===== src/rtl/oddr_seq_pkg.sv =====
// Shared types and defaults for the fabric DDR output-lane word sequencer.
package oddr_seq_pkg;

  typedef enum logic {SEQ_TRAIN, SEQ_RUN} seq_state_t;

  localparam logic [19:0] IdleWordDefault  = 20'h0_55AA;
  localparam logic [19:0] TrainWordDefault = 20'hF_C0F0;

  // Width of a counter spanning the dw/2 bit-pair slots of one word.
  function automatic int unsigned phase_width(input int unsigned dw);
    return (dw / 2 > 1) ? $clog2(dw / 2) : 1;
  endfunction

endpackage


===== src/rtl/oddr_fabric.sv =====
// Fabric DDR output stage: registers the rising/falling bit pair, muxes it onto the pin by clock level.
module oddr_fabric #(
  parameter logic DrResetValue_c = 1'b0,
  parameter logic DfResetValue_c = 1'b0
) (
  input  logic clk_i,
  input  logic rst_i,
  input  logic dr_i,
  input  logic df_i,
  output logic q_o
);

  logic dr_q;
  logic df_q;

  always_ff @(posedge clk_i) begin
    if (rst_i) begin
      dr_q <= DrResetValue_c;
      df_q <= DfResetValue_c;
    end else begin
      dr_q <= dr_i;
      df_q <= df_i;
    end
  end

  assign q_o = clk_i ? dr_q : df_q;

endmodule


===== src/rtl/oddr_tx_sequencer.sv =====
// Word scheduler for one DDR output lane: hold register, 2-bit/clk shifter, TRAIN/RUN word selection.
module oddr_tx_sequencer
  import oddr_seq_pkg::*;
#(
  parameter int unsigned            DataWidth_c    = 20,
  parameter logic [DataWidth_c-1:0] IdleWord_c     = IdleWordDefault,
  parameter logic [DataWidth_c-1:0] TrainWord_c    = TrainWordDefault,
  parameter int unsigned            TrainRepeat_c  = 16,
  parameter logic                   DrResetValue_c = 1'b0,
  parameter logic                   DfResetValue_c = 1'b0
) (
  input  logic                   clk_i,
  input  logic                   rst_n_i,
  input  logic [DataWidth_c-1:0] data_i,
  input  logic                   valid_i,
  output logic                   ready_o,
  input  logic                   train_req_i,
  output logic                   training_o,
  output logic                   word_start_o,
  output logic                   q_o
);

  localparam int unsigned PhW  = phase_width(DataWidth_c);
  localparam int unsigned CntW = (TrainRepeat_c > 1) ? $clog2(TrainRepeat_c) : 1;
  localparam logic [PhW-1:0]  PhLast  = PhW'(DataWidth_c / 2 - 1);
  localparam logic [CntW-1:0] CntLast = CntW'(TrainRepeat_c - 1);

  if ((DataWidth_c % 2) != 0 || DataWidth_c < 4) begin : gen_dw_check
    $error("DataWidth_c must be even and >= 4");
  end
  if (TrainRepeat_c < 1) begin : gen_tr_check
    $error("TrainRepeat_c must be >= 1");
  end

  // Async assert, sync release.
  logic [1:0] rst_sync_q;
  logic       srst;

  always_ff @(posedge clk_i or negedge rst_n_i) begin
    if (!rst_n_i) rst_sync_q <= 2'b00;
    else          rst_sync_q <= {rst_sync_q[0], 1'b1};
  end

  assign srst = ~rst_sync_q[1];

  seq_state_t             state_q, state_d;
  logic [CntW-1:0]        cnt_q, cnt_d;
  logic [PhW-1:0]         phase_q;
  logic [DataWidth_c-1:0] sr_q;
  logic [DataWidth_c-1:0] hold_q;
  logic                   hold_full_q;
  logic                   pend_q;
  logic                   word_start_q;

  logic                   boundary;
  logic                   accept;
  logic                   drain;
  logic [DataWidth_c-1:0] load_word;

  assign ready_o      = ~hold_full_q & ~srst;
  assign training_o   = (state_q == SEQ_TRAIN);
  assign word_start_o = word_start_q;

  // Word choice for the next boundary; cnt_q indexes the train word currently in the shifter.
  always_comb begin
    boundary  = (phase_q == PhLast);
    accept    = valid_i & ready_o;
    state_d   = state_q;
    cnt_d     = cnt_q;
    drain     = 1'b0;
    load_word = IdleWord_c;
    if (pend_q | train_req_i) begin
      state_d   = SEQ_TRAIN;
      cnt_d     = '0;
      load_word = TrainWord_c;
    end else if (state_q == SEQ_TRAIN && cnt_q != CntLast) begin
      cnt_d     = cnt_q + CntW'(1);
      load_word = TrainWord_c;
    end else begin
      state_d   = SEQ_RUN;
      cnt_d     = '0;
      drain     = hold_full_q;
      load_word = hold_full_q ? hold_q : IdleWord_c;
    end
  end

  always_ff @(posedge clk_i or negedge rst_n_i) begin
    if (!rst_n_i) begin
      state_q      <= SEQ_TRAIN;
      cnt_q        <= '0;
      phase_q      <= '0;
      sr_q         <= TrainWord_c;
      hold_q       <= '0;
      hold_full_q  <= 1'b0;
      pend_q       <= 1'b0;
      word_start_q <= 1'b0;
    end else if (srst) begin
      state_q      <= SEQ_TRAIN;
      cnt_q        <= '0;
      phase_q      <= '0;
      sr_q         <= TrainWord_c;
      hold_q       <= '0;
      hold_full_q  <= 1'b0;
      pend_q       <= 1'b0;
      word_start_q <= 1'b0;
    end else begin
      word_start_q <= boundary;
      if (boundary) begin
        state_q <= state_d;
        cnt_q   <= cnt_d;
        phase_q <= '0;
        sr_q    <= load_word;
        pend_q  <= 1'b0;
      end else begin
        phase_q <= phase_q + PhW'(1);
        sr_q    <= {2'b00, sr_q[DataWidth_c-1:2]};
        pend_q  <= pend_q | train_req_i;
      end
      if (accept) begin
        hold_q      <= data_i;
        hold_full_q <= 1'b1;
      end else if (boundary && drain) begin
        hold_full_q <= 1'b0;
      end
    end
  end

  oddr_fabric #(
    .DrResetValue_c (DrResetValue_c),
    .DfResetValue_c (DfResetValue_c)
  ) u_oddr_fabric (
    .clk_i (clk_i),
    .rst_i (srst),
    .dr_i  (sr_q[0]),
    .df_i  (sr_q[1]),
    .q_o   (q_o)
  );

endmodule


===== config.mk =====
export PLATFORM = sky130hd
export DESIGN_NAME = oddr_tx_sequencer
export DESIGN_NICKNAME = d
export VERILOG_FILES = /design/src/rtl/oddr_seq_pkg.sv /design/src/rtl/oddr_fabric.sv /design/src/rtl/oddr_tx_sequencer.sv
export SDC_FILE = /design/constraint.sdc
export NUM_CORES = 1
export LEC_CHECK = 0
export CAP_MARGIN = 20
export CORE_ASPECT_RATIO = 0.5
export CORE_MARGIN = 5
export CORE_UTILIZATION = 59
export CTS_BUF_LIST = sky130_fd_sc_hd__clkbuf_16
export DETAILED_ROUTE_END_ITERATION = 12
export PLACE_DENSITY_LB_ADDON = 0.2
export SLEW_MARGIN = 15
export SYNTH_ARGS = -nofsm -noshare
export SYNTH_HDL_FRONTEND = slang
export SYNTH_HIERARCHICAL = 1
export SYNTH_SLANG_ARGS = --single-unit
export TNS_END_PERCENT = 50

===== constraint.sdc =====
create_clock -name clk_i -period 4.6 [get_ports clk_i]
set_input_delay 0.69 -clock clk_i [delete_from_list [all_inputs] [get_ports clk_i]]
set_output_delay 0.69 -clock clk_i [all_outputs]
set_load 0.02 [all_outputs]

# Yosys cells after proc, flatten, opt, wreduce, memory -nomap -nowiden
# Index checks and enable logic that the tools add are counted.
[op_classes]
n_addsub = 2
eq_ne = 6
muxes = 26
n_bitwise = 5
n_reduce_logical = 3
[op_table]
columns = ["cell", "n"]
rows = [
  ["20-bit 2-to-1 mux", 7],
  ["4-bit 2-to-1 mux", 6],
  ["1-bit 2-to-1 mux", 13],
  ["4-bit by 1-bit adder with 4-bit output (second input constant)", 2],
  ["4-bit equality test (second input constant)", 1],
  ["2-bit by 1-bit != test with 1-bit output (second input constant)", 2],
  ["4-bit != test (second input constant)", 1],
  ["3-bit by 1-bit != test with 1-bit output (second input constant)", 1],
  ["3-bit != test (second input constant)", 1],
  ["1-bit bitwise AND", 2],
  ["1-bit logical AND", 2],
  ["1-bit inverter", 2],
  ["2-bit AND reduction", 1],
  ["1-bit OR", 1],
]
[word_totals]
register_bits = 56
in_bits = 24
out_inout_bits = 4
elab_cells = 53

# Logic depth before layout (Yosys ltp)
# Gate-level depths: netlist of the first run.
[logic_depth]
depth_word = 8
mapped_depth = 8
ltp_nobuf = 6

# Cells and area by module
# The synthesis of the first run kept the hierarchy.
[by_module_without_submodules]
columns = ["mod", "n_inst", "cells_per_inst", "area_each_um2", "seq_area_each_um2"]
rows = [
  ["oddr_tx_sequencer", 1, 211, 2240.9, 1363.8],
  ["oddr_fabric", 1, 5, 67.6, 40.0],
]

==> results of run 1 <==
==> layout by cell type (no fill, tap or decap), drive strengths merged, types with 2 or more instances in the layout <==
master	count
clkdlybuf4s50	26
o32a	3
nor2	18
dfrtp	44
buf	3
ha	3
dfstp	10
a32o	6
inv	5
a22o	7
clkbuf	8
o21ai	24
dfxtp	2
a21oi	10
nand3	3
nor2b	5
nand2b	6
nand2	47
and2	2
==> kinds of logic after synthesis <==
family	count (synthesis)	share of synthesized area, %
simple gates	84	16.9
flops	56	60.8
compound gates	53	15.5
buf+inv	16	3.63
fa+ha+maj	3	1.63
xor+xnor	2	0.759
other cells	1	0.162
mux	1	0.650
==> metal layers <==
layer / vias up / GRT usage, % / wire length [um]
met5: - / 0 / 0
met4: 0 / 9.52 / 49
met3: 7 / 8.40 / 232
met2: 30 / 30.4 / 2100
met1: 802 / 21.8 / 1900
li1: 782 / - / -
==> metrics by stage <==
step,cells,area (um^2),worst slack (ps),utilization (%),total power (W)
after floorplan,216,2310,1290,-,0.000597
after CTS,297,2800,536,72.8,0.00113
after detailed placement,286,2580,814,67.2,0.000641
final,297,2800,548,72.8,0.00112
after global routing,297,2800,538,72.8,0.00116
after global placement,286,2580,814,67.2,0.000636
==> cell usage after synthesis, drive strengths merged (2+ instances only) <==
library cell / number
o32a: 3
clkbuf: 3
nand2b: 6
dfstp: 10
a32o: 6
buf: 10
a22o: 7
nor2: 18
nor2b: 5
dfrtp: 44
a21oi: 10
nand3: 3
o21ai: 24
and2: 2
dfxtp: 2
nand2: 47
ha: 3
inv: 3
==> sequential cells by signal, summed over array words and instances, names as in the netlist <==
signal and count:
u_oddr_fabric/dr_q 1, pend_q 1, sr_q 20, cnt_q 4
state_q 1, hold_full_q 1, u_oddr_fabric/df_q 1, rst_sync_q 2
phase_q 4, word_start_o 1, hold_q 20
==> layout make-up <==
cell class                 instances  area [um^2]
timing repair buffer              28          270
tap                               54         67.6
fill                             274         1050
clock inverter                     3         12.5
multi-input combinational        144          822
clock buffer                       9          210
sequential                        56         1400
inverter                           3         11.3
==> worst max-delay path, cell delays in order <==
cell and delay [ps]:
clkbuf_16 120, clkbuf_16 130, mux2_4 280, clkdlybuf4s50_1 530
==> how the worst min path moves through the flow <==
stage                     slack, ps          start            end  cells after the start
after global routing            390  rst_sync_q[0]  rst_sync_q[1]                      0
final                           370  rst_sync_q[0]  rst_sync_q[1]                      0
after CTS                       370  rst_sync_q[0]  rst_sync_q[1]                      0
after detailed placement        340  rst_sync_q[0]  rst_sync_q[1]                      0
after global placement          330  rst_sync_q[0]  rst_sync_q[1]                      0
after floorplan                 330  rst_sync_q[0]  rst_sync_q[1]                      0
==> report_power, final <==
part	total (W)	internal, W	leakage, nW	switching (W)
clock network	0.000497	0.000317	0.125	0.000180
registers	0.000538	0.000522	0.702	0.0000154
logic	0.0000819	0.0000394	0.403	0.0000425
total	0.00112	0.000878	1.23	0.000238
==> results_dict.tcl, run 1 <==
set metrics [dict create \
    status "finished clean" \
    syn_inst 216 \
    postRouteAntennaNets 0 \
    antenna_found_initial 0 \
    dieHeight_um 54.2 \
    worstReg2RegStart "phase_q[1]" \
    tightest_slew_ps 661 \
    rows 16 \
    yosysUniqueCellTypes 37 \
    die_w_um 98.5 \
    synth-warning-count 6 \
    syn_area_um2 2310 \
    whs_ps 373 \
    io_pins 28 \
    syn2layout_area_growth_pct 21.2 \
    crit_end "q_o" \
    hold_path.class "reg -> reg" \
    cts_resized 0 \
    initial_core_util_pct 60.1 \
    die_area_um2 5340 \
    r2r_setup_slack_ps 2640 \
    port_buffers 27 \
    dr.first_iter.drc_count 84 \
    crit_type "clk -> out" \
    synth-main-ff-cell "dfrtp_1" \
    synth-seq-cells 56 \
    grt_pass1_wl_um 7290 \
    syn_avg_cell_area_um2 10.7 \
    leakage_nw 1.23 \
    startpoint_type "clock port" \
    end_kind "primary output" \
    dpl.hpwl_um 2650 \
    place_congestion 0.755 \
    seq_area_frac_synth_pct 60.8 \
    synth-edff-count 0 \
    syn-num-nets 243 \
    power_density_nw_per_um2 399 \
    cap_violations 0 \
    remaining_drc_errors 0 \
    drt-total-wl_um 4280 \
    synth_area_leaders "dfrtp_1, dfstp_2, nand2_1" \
    viasPerCell 5.46 \
    insertion_delay_ps 400 \
    setup_tns_ps 0 \
    rsz0062_at_grt "no" \
    cts_hold_buffers 0 \
    synthArstFlopShare_pct 96.4 \
    crit_start "clk_i" \
    synth_top_area_cell "dfrtp_1" \
    antenna_cells 0 \
    gr-total-overflow 0 \
    r2r-end "cnt_q[2]" \
    path_max_fanout 2 \
    skew_ps 3.46 \
    vias 1621 \
    cts_tree "done" \
    ir_drop_uv 183 \
    reg2regPathDepth 6 \
    detail_route.wl_per_cell_um 14.4 \
    grt_max_degree 55 \
    synth.top_cell.area_share_pct 47.7 \
    crit_required_ps 3910 \
    drive_gt1_share_pct 13.2 \
    slew_violations 0 \
    clk_pin_slew_ps 70 \
    arrival_ps 3360 \
    fin_nets 269 \
    dr.pass1.iters 4 \
    finalSetupViolCount 0 \
    core_area_um2 3840 \
    grt.total_usage_pct 18.7 \
    slew_headroom_pct 55.9 \
    final-hold-violation-count 0 \
    postCtsSetupBuffers 0 \
    grt_pass1_vias 1601 \
]
(Power assumes the default switching activity.)
==> run 2, diff against run 1 <==
- CTS_BUF_LIST: sky130_fd_sc_hd__clkbuf_16 -> default
==> results_dict.tcl, run 2 (synthesis gave the netlist of run 1 again) <==
set metrics [dict create \
    core_area_um2 3840 \
    dpl.hpwl_um 2650 \
    grtUsageMet1_pct 22.1 \
    arrival_ps 3350 \
    remaining_drc_errors 0 \
    max_stage_delay_ps 530 \
    antenna_found_initial 0 \
    initial_core_util_pct 60.1 \
    tightest_slew_ps 659 \
    vias 1576 \
    final_common_cell "nand2_1" \
    final-hold-violation-count 0 \
    worstPathCellList "clkbuf_8 > clkbuf_8 > mux2_4 > clkdlybuf4s50_1" \
    crit_slowest_cell "clkdlybuf4s50_1" \
    path_common_cell "clkbuf_8" \
    grt.total_usage_pct 18.3 \
    die_area_um2 5340 \
    leakage_nw 1.18 \
    dieHeight_um 54.2 \
    place_area_um2 2580 \
    whs_ps 358 \
    io_pins 28 \
    cts_hold_buffers 0 \
    crit_type "clk -> out" \
    grt_busiest_layer "met2" \
    final_cell_mix "nand2_1, dfrtp_1, clkdlybuf4s50_1, o21ai_1, nor2_1" \
    detail_route.wl_per_cell_um 13.7 \
    drive_gt1_share_pct 13.2 \
    reg.largest.list "hold_q (20), sr_q (20)" \
    crit_start "clk_i" \
    cts_resized 0 \
    finalSetupViolCount 0 \
    use_met2_pct 28.7 \
    cap_violations 0 \
    power_density_nw_per_um2 353 \
    cts_tree "done" \
    slew_violations 0 \
    slew_headroom_pct 56.0 \
    die_w_um 98.5 \
    rows 16 \
    min_from "rst_sync_q[0]" \
    port_buffers 27 \
    use_met3_pct 7.63 \
    setup_tns_ps 0 \
    gr-total-overflow 0 \
    skew_ps 8.07 \
    grt_pass1_wl_um 7150 \
    path_max_fanout 2 \
    viasPerCell 5.31 \
    dr.first_iter.drc_count 106 \
    grt_max_degree 55 \
    ir_drop_uv 165 \
    final_area_um2 2710 \
    crit_required_ps 3910 \
    postRouteAntennaNets 0 \
    place_congestion 0.755 \
    status "finished clean" \
    antenna_cells 0 \
    insertion_delay_ps 410 \
    startpoint_type "clock port" \
    syn2layout_area_growth_pct 17.3 \
    worstReg2RegStart "phase_q[1]" \
    fin_nets 269 \
    postCtsSetupBuffers 0 \
    end_kind "primary output" \
    grt_pass1_vias 1597 \
    dr.pass1.iters 4 \
    clk_pin_slew_ps 90 \
    drt-total-wl_um 4070 \
    hold_path.class "reg -> reg" \
    rsz0062_at_grt "no" \
]
==> run 2: changes by cell type in the layout (fill, tap and decap cells not counted), sizes merged <==
cell / change
clkbuf: +2
inv: -2
==> run 2: critical path, delay by kind of cell <==
| family | cells | cell delay (ps) |
|---|---|---|
| buffers and inverters | 3 | 760 |
| muxes | 1 | 280 |
==> run 2: per-layer routing <==
metal	vias to the layer above	share of wire, %
li1	779	-
met1	759	47
met2	28	45
met3	10	5.6
met4	0	2.1
met5	-	0
==> run 2: final timing paths <==
check | endpoint | slack (ps) | cells after the start
max | q_o | 560 | 4
min | rst_sync_q[1] | 360 | 0
max reg2reg | cnt_q[2] | 2680 | 6
min reg2reg | rst_sync_q[1] | 360 | 0
max in group asynchronous | phase_q[0] | 3770 | 2
min in group asynchronous | hold_q[12] | 380 | 2
==> run 2: per-stage QoR <==
step | util [%] | instances | total power [W] | setup WS [ps]
2_1_floorplan | - | 216 | 0.000597 | 1290
5_1_grt | 70.4 | 297 | 0.00100 | 545
6_report | 70.4 | 297 | 0.000955 | 560
3_3_place_gp | 67.2 | 286 | 0.000636 | 814
3_5_place_dp | 67.2 | 286 | 0.000641 | 814
4_1_cts | 70.4 | 297 | 0.000967 | 545
==> run 2: layout make-up <==
class	count	area, um^2
sequential	56	1400
fill	297	1140
multi-input combinational	144	822
timing repair buffer	28	270
clock buffer	11	128
tap	54	67.6
inverter	3	11.3
clock inverter	1	5.00
==> run 2: power by group <==
group / switching (W) / internal [W] / total (W)
clock network: 0.000165 / 0.000171 / 0.000337
registers: 0.0000152 / 0.000522 / 0.000537
logic: 0.0000417 / 0.0000394 / 0.0000811
total: 0.000222 / 0.000732 / 0.000955
==> edit, RTL diff (config.mk and constraints of run 2) <==
The parameter `DataWidth_c` goes from 20 to 40.
--- a/src/rtl/oddr_tx_sequencer.sv
+++ b/src/rtl/oddr_tx_sequencer.sv
@@ -2,7 +2,7 @@
 module oddr_tx_sequencer
   import oddr_seq_pkg::*;
 #(
-  parameter int unsigned            DataWidth_c    = 20,
+  parameter int unsigned            DataWidth_c    = 40,
   parameter logic [DataWidth_c-1:0] IdleWord_c     = IdleWordDefault,
   parameter logic [DataWidth_c-1:0] TrainWord_c    = TrainWordDefault,
   parameter int unsigned            TrainRepeat_c  = 16,
Ports: changed (resized data_i); port bits go from 28 to 48. The function was not compared with the original's and may differ.
==> edit against run 2 <==
Area after synthesis increased by 70%; critical path depth unchanged; cell area is 77% higher; worst setup slack worse by 13 ps; routed wire length is 100% higher; sequential cell count rose by 41; power increased by 100%; register-to-register slack got worse by 400 ps; critical endpoint unchanged.
==> edit: results (changes against run 2) <==
| Metric | Value |
|---|---|
| Status | complete, no violations |
| Largest registers in the final layout | hold_q x40, sr_q x40, phase_q x5 |
| Cell Area, Synth | 0.00392 mm^2 (+70%) |
| Net Sw Frac | 21.8% (-1.4 points) |
| Mux share of post-synthesis cell area | 0.383% (-0.27 points) |
| Ys async rst share | 97.9% (+1.5 points) |
| Setup slack, reg-to-reg | 2280 ps (-400 ps) |
| Multi-input logic area | 0.00133 mm^2 (+61%) |
| Leak pwr | 2.27 nW (+92%) |
| Worst r2r dst | hold_q[12]$_DFFE_PN0P_ |
| Worst setup margin | 547 ps (-13.1 ps) |
| Post-synthesis adder-cell area fraction | 0.639% (-0.99 points) |
| Sequential share of cell area | 50.7% (-1.2 points) |
| Clock Power Share | 44.9% (+9.6 points) |
| Final Non-Filler Cells | 501 (+69%) |
| Comb_multi_in | 231 (+60%) |
| Worst-Skew Late Latency | 450 ps (+40 ps) |
| Detail Placement HPWL | 5170 um (+95%) |
| Peak VDD IR | 0.212 mV (+29%) |
| WP data arrival | 3360 ps (about the same) |
| Largest net degree at the start of global routing | 57 (+3.6%) |
| Dpl cells | 482 (+69%) |
| Vias/cell | 5.60 (+5.5%) |
| Placement Cell Area | 0.00442 mm^2 (+71%) |
| Sequential fraction of the synthesis area | 62.0% (+1.2 points) |
| First-pass GRT wire length | 13900 um (+94%) |
| Clock skew | 10.0 ps (+1.98 ps) |
| Port Buf Inserts | 47 (+74%) |
| Clock network area share | 7.96% (+3.1 points) |
| Reg2reg path depth | 4 (-2) |
| Synth cell count leaders | dfrtp_1, nand2_1, nand3_1 |
| Inverters, non-clock | 9 (+6) |
| Synth unique cells | 44 (+19%) |
| Clock buffer count | 19 (+8) |
| Initial DRC Count | 247 (+130%) |
| Fraction of layout cells with a size suffix above 1 | 9.78% (-3.4 points) |
| Synthesized Nets | 409 (+68%) |
| Fill count | 486 (+64%) |
-- edit: changes by cell type after synthesis, sizes merged, moves of 4 or more --
cell    delta
o21ai     -20
nor3       +9
nor2      -12
a22o      +16
nand2b     -6
inv        +6
a21oi     +12
nand3     +40
nand2     +32
o31ai      +6
dfrtp     +41
o22a       +4
clkbuf    +10
-- edit: how the worst min path moves through the flow --
| stage | endpoint | slack [ps] |
|---|---|---|
| detailed placement | rst_sync_q[1]$_DFF_PN0_ | 340 |
| global route | hold_q[36]$_DFFE_PN0P_ | 260 |
| CTS | word_start_o$_DFF_PN0_ | 230 |
| global placement | rst_sync_q[1]$_DFF_PN0_ | 330 |
| floorplan | rst_sync_q[1]$_DFF_PN0_ | 330 |
| finish | word_start_o$_DFF_PN0_ | 210 |
-- edit: per-layer routing --
layer | wire, um | track usage [%]
met4 | 70 | 6.49
met5 | 0 | 0
met3 | 483 | 7.27
met2 | 4020 | 36.2
met1 | 3590 | 26.4
